$ cat config.mk
export PLATFORM = sky130hd
export DESIGN_NAME = uart_receiver
export DESIGN_NICKNAME = d
export VERILOG_FILES = /design/src/rtl/uart_pkg.sv /design/src/rtl/uart_rx_sync.sv /design/src/rtl/uart_receiver.sv
export SDC_FILE = /design/constraint.sdc
export NUM_CORES = 1
export LEC_CHECK = 0
export CORE_MARGIN = 5
export CORE_UTILIZATION = 54
export DETAILED_ROUTE_END_ITERATION = 8
export PLACE_DENSITY = 0.75
export REMOVE_ABC_BUFFERS = 1
export SLEW_MARGIN = 20
export SYNTH_ARGS = -nofsm -noshare
export SYNTH_HDL_FRONTEND = slang
export SYNTH_SLANG_ARGS = --single-unit
$ cat constraint.sdc
create_clock -name clk -period 2.2 [get_ports clk]
set_input_delay 0.33 -clock clk [delete_from_list [all_inputs] [get_ports clk]]
set_output_delay 0.33 -clock clk [all_outputs]
set_load 0.005 [all_outputs]
$ cat src/rtl/uart_pkg.sv
// Frame constants and receive FSM encoding shared by the UART receiver and transmitter.
package uart_pkg;

  typedef enum logic [1:0] {
    IDLE  = 2'd0,
    START = 2'd1,
    DATA  = 2'd2,
    STOP  = 2'd3
  } rx_state_t;

  localparam int DEFAULT_DATA_BITS  = 8;
  localparam int DEFAULT_OVERSAMPLE = 16;

endpackage

$ cat src/rtl/uart_rx_sync.sv
// Two-flop synchronizer for the asynchronous serial line; 2 clk latency, resets to idle-high.
module uart_rx_sync (
  input  logic clk,
  input  logic rst,
  input  logic d,
  output logic q
);

  logic meta;

  always_ff @(posedge clk or posedge rst) begin
    if (rst) begin
      meta <= 1'b1;
      q    <= 1'b1;
    end else begin
      meta <= d;
      q    <= meta;
    end
  end

endmodule

$ cat src/rtl/uart_receiver.sv
// 8N1 UART receiver: oversampled mid-bit sampling, one-clk data_valid or frame_err strobe
// registered after the stop-bit tick; no backpressure, the consumer must take each byte.
module uart_receiver
  import uart_pkg::*;
#(
  parameter int OVERSAMPLE = DEFAULT_OVERSAMPLE,
  parameter int DATA_BITS  = DEFAULT_DATA_BITS
) (
  input  logic                 clk,
  input  logic                 rst,
  input  logic                 rx_en,
  input  logic                 data_in,
  output logic [DATA_BITS-1:0] data_out,
  output logic                 data_valid,
  output logic                 frame_err,
  output logic                 busy
);

  localparam int TW = (OVERSAMPLE > 1) ? $clog2(OVERSAMPLE) : 1;
  localparam int BW = (DATA_BITS > 1) ? $clog2(DATA_BITS) : 1;
  localparam logic [TW-1:0] HALF_TICK = TW'(OVERSAMPLE / 2 - 1);
  localparam logic [TW-1:0] LAST_TICK = TW'(OVERSAMPLE - 1);
  localparam logic [BW-1:0] LAST_BIT  = BW'(DATA_BITS - 1);

  logic                 rxs;
  rx_state_t            state;
  logic [TW-1:0]        tick_cnt;
  logic [BW-1:0]        bit_cnt;
  logic [DATA_BITS-1:0] shreg;
  logic                 armed;

  uart_rx_sync u_sync (
    .clk (clk),
    .rst (rst),
    .d   (data_in),
    .q   (rxs)
  );

  always_ff @(posedge clk or posedge rst) begin
    if (rst) begin
      state      <= IDLE;
      tick_cnt   <= '0;
      bit_cnt    <= '0;
      shreg      <= '0;
      data_out   <= '0;
      data_valid <= 1'b0;
      frame_err  <= 1'b0;
      busy       <= 1'b0;
      armed      <= 1'b1;
    end else begin
      data_valid <= 1'b0;
      frame_err  <= 1'b0;
      if (rx_en) begin
        case (state)
          IDLE: begin
            // After a framing error the line must go high again before a new start counts.
            if (rxs) begin
              armed <= 1'b1;
            end else if (armed) begin
              state    <= START;
              tick_cnt <= '0;
              busy     <= 1'b1;
            end
          end
          START: begin
            if (tick_cnt == HALF_TICK) begin
              if (rxs) begin
                state <= IDLE;
                busy  <= 1'b0;
              end else begin
                state    <= DATA;
                tick_cnt <= '0;
                bit_cnt  <= '0;
              end
            end else begin
              tick_cnt <= tick_cnt + 1'b1;
            end
          end
          DATA: begin
            tick_cnt <= (tick_cnt == LAST_TICK) ? '0 : tick_cnt + 1'b1;
            if (tick_cnt == LAST_TICK) begin
              shreg <= {rxs, shreg[DATA_BITS-1:1]};
              if (bit_cnt == LAST_BIT) begin
                state <= STOP;
              end else begin
                bit_cnt <= bit_cnt + 1'b1;
              end
            end
          end
          STOP: begin
            tick_cnt <= (tick_cnt == LAST_TICK) ? '0 : tick_cnt + 1'b1;
            if (tick_cnt == LAST_TICK) begin
              if (rxs) begin
                data_out   <= shreg;
                data_valid <= 1'b1;
              end else begin
                frame_err <= 1'b1;
                armed     <= 1'b0;
              end
              state <= IDLE;
              busy  <= 1'b0;
            end
          end
          default: begin
            state <= IDLE;
            busy  <= 1'b0;
          end
        endcase
      end
    end
  end

endmodule
Word-level counts from Yosys, hierarchy flattened
Index checks and enable logic that the tools add are counted.
{ "word_totals": {"regBits": 31, "input_bits": 4, "out_inout_bits": 11} }
{ "op_classes": {"add_sub_neg": 2, "n_eq_ne": 18, "n_mux": 37, "reduce_logical": 12} }
{ "op_table": {"columns": ["op", "n"], "rows": [
  ["$mux 4", 5],
  ["$ne 2x2->1 const B", 9],
  ["$mux 1", 16],
  ["$mux 2", 7],
  ["$reduce_and 7->1", 2],
  ["$mux 3", 4],
  ["$pmux 4 s3", 1],
  ["$pmux 2 s4", 1],
  ["$reduce_and 4->1", 2],
  ["$pmux 3 s2", 1],
  ["$reduce_and 6->1", 1],
  ["$reduce_and 5->1", 1],
  ["$add 4x1->4 const B", 1],
  ["$eq 2x2->1 const B", 2],
  ["$eq 4x3->1 const B", 1],
  ["$eq 4x4->1 const B", 1],
  ["$ne 2x1->1 const B", 2],
  ["$reduce_bool 2->1", 2],
  ["$add 3x1->3 const B", 1],
  ["$eq 3x3->1 const B", 1],
  ["$ne 3x3->1 const B", 1],
  ["$pmux 1 s3", 1],
  ["$reduce_and 3->1", 1],
  ["$reduce_bool 3->1", 1],
  ["other kinds (4)", 4]
]} }

Longest topological paths before layout
Gate-level depths: netlist of the first run.
{ "logic_depth": {"ltp_word": 4, "mapped_depth": 6, "ltp_nobuf": 6} }

By module
A second synthesis of the first run with hierarchy kept.
{ "unflattened": {"cells_unflattened": 109, "area_unflattened_um2": 1476.4} }
{ "by_module_without_submodules": {"columns": ["mod", "instances", "cells_each", "area_per_inst_um2"], "rows": [
  ["uart_receiver", 1, 106, 1420.1],
  ["uart_rx_sync", 1, 3, 56.3]
]} }

Least setup slack after synthesis of the first run
OpenSTA, ideal clock, no wires.
{ "synth_path": {"path_type": "register to register", "from": "reg tick_cnt[0]", "to": "reg shreg[0]", "setup_ps": 125, "arrival_time_ps": 1495, "required_ps": 2075, "slack_ps": 580, "stages_incl_launch_ff": 6, "path_buffers": 1, "synth_period_minus_slack_ps": 1620, "path_cell_list": "dfrtp_1 -> ha_1 -> and4_2 -> and3_1 -> buf_2 -> mux2_2"} }
{ "synth_between": {"elab_chain_cells": 2} }
{ "synth_rtl": {"columns": ["element", "line_no", "text"], "rows": [
  ["start: declaration", "uart_receiver.sv:27", "logic [TW-1:0] tick_cnt;"],
  ["start signal: assignment", "uart_receiver.sv:76", "tick_cnt <= tick_cnt + 1'b1;"],
  ["start signal: assignment", "uart_receiver.sv:80", "tick_cnt <= (tick_cnt == LAST_TICK) ? '0 : tick_cnt + 1'b1;"],
  ["start signal: assignment", "uart_receiver.sv:91", "tick_cnt <= (tick_cnt == LAST_TICK) ? '0 : tick_cnt + 1'b1;"],
  ["$eq 4x4->1", "uart_receiver.sv:81", "if (tick_cnt == LAST_TICK) begin"],
  ["$reduce_and 3->1 (no line)", null, null],
  ["end signal: assignment", "uart_receiver.sv:82", "shreg <= {rxs, shreg[DATA_BITS-1:1]};"],
  ["end: declaration", "uart_receiver.sv:29", "logic [DATA_BITS-1:0] shreg;"]
]} }
Every way passes these cells.
A chain may end at the register's enable or synchronous reset.

Final worst setup path of the first run
{ "layout_path": {"from": "reg tick_cnt[1]", "to": "reg shreg[6]"} }
Same word-level chain as after synthesis.

==> results of run 1 <==
[state kept, by name (all words and copies together), names as in the netlist, named ones only]
| signal | count |
|---|---|
| data_out | 8 |
| shreg | 8 |
| tick_cnt | 4 |
| bit_cnt | 3 |
| armed | 1 |
| busy | 1 |
| data_valid | 1 |
| frame_err | 1 |
| state | 1 |
| u_sync.meta | 1 |
| u_sync.q | 1 |
[final cells by class]
| cell class | instances | area share, % |
|---|---|---|
| multi-input cells | 65 | 33.8 |
| well taps | 30 | 2.40 |
| inverters | 6 | 1.44 |
| clock buffers | 7 | 2.88 |
| flip-flops and latches | 31 | 49.8 |
| repair buffers | 15 | 9.42 |
| clock inverters | 1 | 0.319 |
[metal layers]
metal	global-route usage, %	vias up	part of all wire (%)
met3	5.18	8	5.3
met4	10.4	0	2.8
li1	-	425	-
met5	0	-	0
met1	19.1	412	46
met2	22.7	21	46
[logic make-up after synthesis]
| group | count (synthesis) | share of synthesized area, % |
|---|---|---|
| AOI/OAI and AO/OA | 15 | 8.10 |
| buffers and inverters | 11 | 3.77 |
| and+or+nand+nor | 28 | 12.5 |
| adders and majority gates | 3 | 2.76 |
| DFF | 31 | 57.3 |
| muxes | 19 | 15.5 |
[power by group]
part	total (mW)	leakage [nW]	switching [mW]	internal, mW
registers	0.688	0.415	0.0720	0.616
clock network	0.297	0.0293	0.173	0.124
logic	0.202	0.326	0.114	0.0880
total	1.19	0.770	0.359	0.828
[through the flow]
step                area (um^2)  setup slack [ns]  hold WS (ns)  total power, mW
floorplan                  1330             0.557         0.334            0.835
global placement           1520             0.310         0.346            0.888
detailed placement         1520             0.252         0.356            0.898
CTS                        1570             0.348         0.375             1.20
global route               1570             0.270         0.379             1.28
finish                     1570             0.353         0.369             1.19
[cells in the final DEF (no fill, tap or decap), types with 2 or more instances in the layout]
cell type / instances
inv_1: 6
mux2_2: 17
clkdlybuf4s50_1: 14
nor3b_1: 2
a22o_1: 2
ha_1: 3
and3_1: 3
mux2i_1: 2
clkbuf_4: 5
dfstp_2: 3
nand2_1: 4
clkbuf_1: 2
dfrtp_1: 28
nand3_1: 4
nor2_1: 6
o21ai_0: 4
[worst paths after layout]
path | from | endpoint | slack, ns
worst max-delay path | tick_cnt[1] | shreg[6] | 0.35
worst min-delay path | u_sync.meta | u_sync.q | 0.37
worst max register to register | tick_cnt[1] | shreg[6] | 0.35
worst min register to register | u_sync.meta | u_sync.q | 0.37
max in group asynchronous | rst | u_sync.q | 1.50
min in group asynchronous | rst | shreg[4] | 0.38
==> run metrics, run 1 <==
CP endpoint kind=register; area grow syn2layout=15.2%; # IOs=15; Worst Path Arrival=roughly 2 ns; largest net degree at the start of global routing=32; area of the multi-input gates=roughly 530 um^2; core box area=about 2400 um^2; final hold vios=0; Leak Pwr=~0.77 nW; Initial Util=55.9%; Placed Cells=~150; Clock Tree Root=clkbuf_4; RePlAce Congestion=~0.85; cells along the critical path=ha_1, and4_2, and3_1, mux2_2; fmax=about 540 MHz; clk slew on worst S/H paths=0.08 ns; Final setup violation count=0; Worst Path Required=roughly 2.4 ns; H-tree depth=2; layout cells sized above 1=around 26%; TNS Setup=0 ns; Post-Syn Area=between 1000 and 1500 um^2; DP HPWL=1650 um; Port-buffer cells=14; # resized after CTS=0; Synth cell types=34; Util after Layout=64.4%; first-pass GRT wire length=approximately 3900 um; Synth Register Bits=31; DR iter-0 viols=17; die height=between 60 and 70 um; # hold bufs at CTS=0; CTS tree=yes; Routed WL per cell=~15 um; Hold Path Class=reg -> reg; post-route ant nets=0; CP top delay family=simple AND/OR/NAND/NOR gates; final WL=2260 um; vias in the first global route=851; Clock Sinks=31; Primary FF master, synth=dfrtp_1; Max Fanout on Critical Path=8; Sequential cell area=779 um^2; WP depth=4; synth cell count leaders=dfrtp_1 (28), mux2_2 (17), inv_1 (6), nor2_1 (6); floorplan row count=18; worst-margin pin slew=0.463 ns; crit path kind=reg -> reg; CP max stage delay=around 0.4 ns; Async SR Flop Fraction=100%; Reg2Reg Depth=4; maxcap violations=0; min Tclk post-route=roughly 1.8 ns; Final nets=131; fillers=between 200 and 250; Slew Limit Headroom=between 60% and 70%; largest area contributor in the synthesized netlist=dfrtp_1; # Post-CTS Setup Buffers=0; Slew Viols, Final=0; die area=3620 um^2; Setup crit start kind=register; synthesized area per cell=12.7 um^2; Seq/Total Area, Yosys=a little under three fifths; synth top area cells=dfrtp_1 (52%), mux2_2 (14%), dfstp_2 (5.8%); Clock Tree Buf Depth=2; ANT cells=0; post-synth top area share=roughly half; outcome=finished, final reports clean; DR vias/cell=roughly 5.6; Post-Layout Cell Count=~160; DRC=0; routed via count=roughly 870; initial antenna violation count=0; global route total overflow=0; Worst path slowest cell=and3_1; Post-synth EDFFs=0; GRT Overall Usage=roughly 15%; hold depth=0; Num CTS Buffers=5; Yosys warnings=0; drt pass-1 iters=4; total power divided by cell area=between 700 and 800 nW/um^2; most common cell in the netlist=dfrtp_1; RSZ-0062 raised after global routing=no; crit share post-route=about 84%; Syn Inst Count=~110; peak supply drop=roughly 0.00051 V; clock latency on the worst-skew pair=around 0.33 ns; die span in x=60.2 um; worst path bufs/invs=0; skew final=~0.0054 ns
Power figures use the tool's default switching activity.
==> run 2, diff against run 1 <==
Settings changed: CORE_UTILIZATION 54 to 49, PLACE_DENSITY 0.75 to 0.72.
Clock period 2.2 ns to 1.58 ns, I/O delays scaled along.
==> run 2 against run 1 <==
- core utilization hardly changed
- largest cell class unchanged
- the flow now finishes with violations (negative setup slack)
- register-to-register slack worse by 0.37 ns
- total power up 59%
- die area rose by 8.5%
- wire length increased by 11%
- highest routed layer unchanged
- worst setup slack worse by 0.37 ns
==> run metrics, run 2 (same netlist as run 1, synthesis figures left out) <==
CP max stage delay=0.41 ns (+0.02 ns); GRT Overall Usage=14.0% (-1.5 points); maxcap violations=0 (unchanged); Worst Path Arrival=1.80 ns (-0.26 ns); crit share post-route=101% (+17 points); CP endpoint kind=register; layout cells sized above 1=38.3% (+13 points); post-route ant nets=0 (unchanged); DP HPWL=1780 um (+8.2%); Clock Sinks=31 (unchanged); routed via count=945 (+9.1%); failing checks=negative setup slack; Slew Limit Headroom=74.4% (+5.6 points); clock latency on the worst-skew pair=0.32 ns (about the same); Port-buffer cells=14 (unchanged); Worst Path Required=1.79 ns (-0.62 ns); die height=62.7 um (+4.2%); die area=3930 um^2 (+8.5%); crit path kind=reg -> reg; global route total overflow=0 (unchanged); Clock Tree Buf Depth=2 (unchanged); outcome=complete, but fails checks; RePlAce Congestion=0.847 (+0.25%); die span in x=62.7 um (+4.2%); min Tclk post-route=1.59 ns (-0.252 ns); worst path bufs/invs=1 (+1); DRC=0 (unchanged); first-pass GRT wire length=4310 um (+10%); core box area=2710 um^2 (+11%); Worst path slowest cell=dfrtp_1; Util after Layout=64.5% (about the same); Initial Util=50.2% (-5.7 points); most frequent cells in the layout=dfrtp_1 (28), mux2_2 (16), buf_4 (16); CTS tree=yes; fmax=627 MHz (+16%); total power divided by cell area=1080 nW/um^2 (+43%); DR iter-0 viols=14 (-3); vias in the first global route=976 (+15%); DR vias/cell=5.49 (-1.7%); Slew Viols, Final=0 (unchanged); H-tree depth=2 (unchanged); final hold vios=0 (unchanged); Hold Path Class=in -> async; drt pass-1 iters=5 (+1); biggest regs=data_out x8, shreg x8, tick_cnt x4; floorplan row count=19 (+1); most common cell after layout, fill and taps aside=dfrtp_1; Leak Pwr=0.861 nW (+12%); # IOs=15 (unchanged); clk slew on worst S/H paths=0.10 ns (+0.02 ns); initial antenna violation count=0 (unchanged); slack of the critical path=-0.0141 ns (-0.368 ns); cells along the critical path=ha_4, and4_4, and3_1, buf_6, mux2_2; worst-margin pin slew=0.384 ns (-0.0795 ns); Max Fanout on Critical Path=8 (unchanged); CP top delay family=simple AND/OR/NAND/NOR gates; skew final=0.00788 ns (+0.00253 ns); peak supply drop=0.000702 V (+38%); Clock Tree Root=clkbuf_4; largest net degree at the start of global routing=32 (unchanged); TNS Setup=-0.0606 ns (-0.0606 ns); RSZ-0062 raised after global routing=yes; Final setup violation count=8 (+8); final WL=2510 um (+11%); Routed WL per cell=14.6 um (+0.11%); ANT cells=0 (unchanged); Setup crit start kind=register; Final nets=147 (+12%); area grow syn2layout=28.4%; Num CTS Buffers=5 (unchanged)
[run 2: worst paths after layout]
kind / slack [ns] / endpoint / start / cells after the start
worst max-delay path: -0.01 / shreg[4] / tick_cnt[1] / 5
worst min-delay path: 0.29 / data_out[1] / rst / 3
worst max register to register: -0.01 / shreg[4] / tick_cnt[1] / 5
worst min register to register: 0.36 / u_sync.q / u_sync.meta / 0
max in group asynchronous: 0.96 / u_sync.meta / rst / 3
min in group clk: 0.32 / u_sync.meta / data_in / 1
[run 2: layout make-up]
cell class / count / area (um^2)
clock inverters: 1 / 5.00
flip-flops and latches: 31 / 779
repair buffers: 31 / 272
clock buffers: 7 / 55.1
inverters: 6 / 22.5
fillers: 218 / 963
well taps: 31 / 38.8
multi-input cells: 65 / 574
[run 2: timing repair]
| item | in CTS | in global routing |
|---|---|---|
| hold buffers | 0 | 0 |
| buffers inserted | 2 | 1 |
| endpoints found under the setup margin | 25 | 16 |
| resized for setup | 7 | 4 |
| cloned | 0 | 0 |
| pin swaps | 0 | 3 |
[run 2: worst min-delay path: stages]
cell	delay [ns]
clkdlybuf4s50_1	0.39
inv_1	0.06
buf_4	0.34
[run 2: per-stage QoR]
stage	worst slack [ns]	hold WS (ns)	total power [mW]	instances	cell area (um^2)
2_1_floorplan	-0.0630	0.241	1.16	102	1330
3_3_place_gp	-0.103	0.346	1.33	161	1620
3_5_place_dp	-0.148	0.347	1.35	161	1620
4_1_cts	-0.00331	0.292	1.86	171	1720
5_1_grt	-0.0631	0.291	2.02	172	1750
6_report	-0.0141	0.290	1.89	172	1750
[run 2: where the power goes]
group | leakage (nW) | total (mW) | internal, mW | switching (mW)
clock network | 0.0353 | 0.469 | 0.216 | 0.253
logic | 0.411 | 0.472 | 0.237 | 0.235
registers | 0.415 | 0.951 | 0.858 | 0.0927
[run 2: metal layers]
metal | share of wire [%] | track usage [%]
met5 | 0 | 0
met4 | 1.2 | 5.31
met3 | 3.5 | 3.96
met2 | 51 | 23.4
met1 | 44 | 16.9
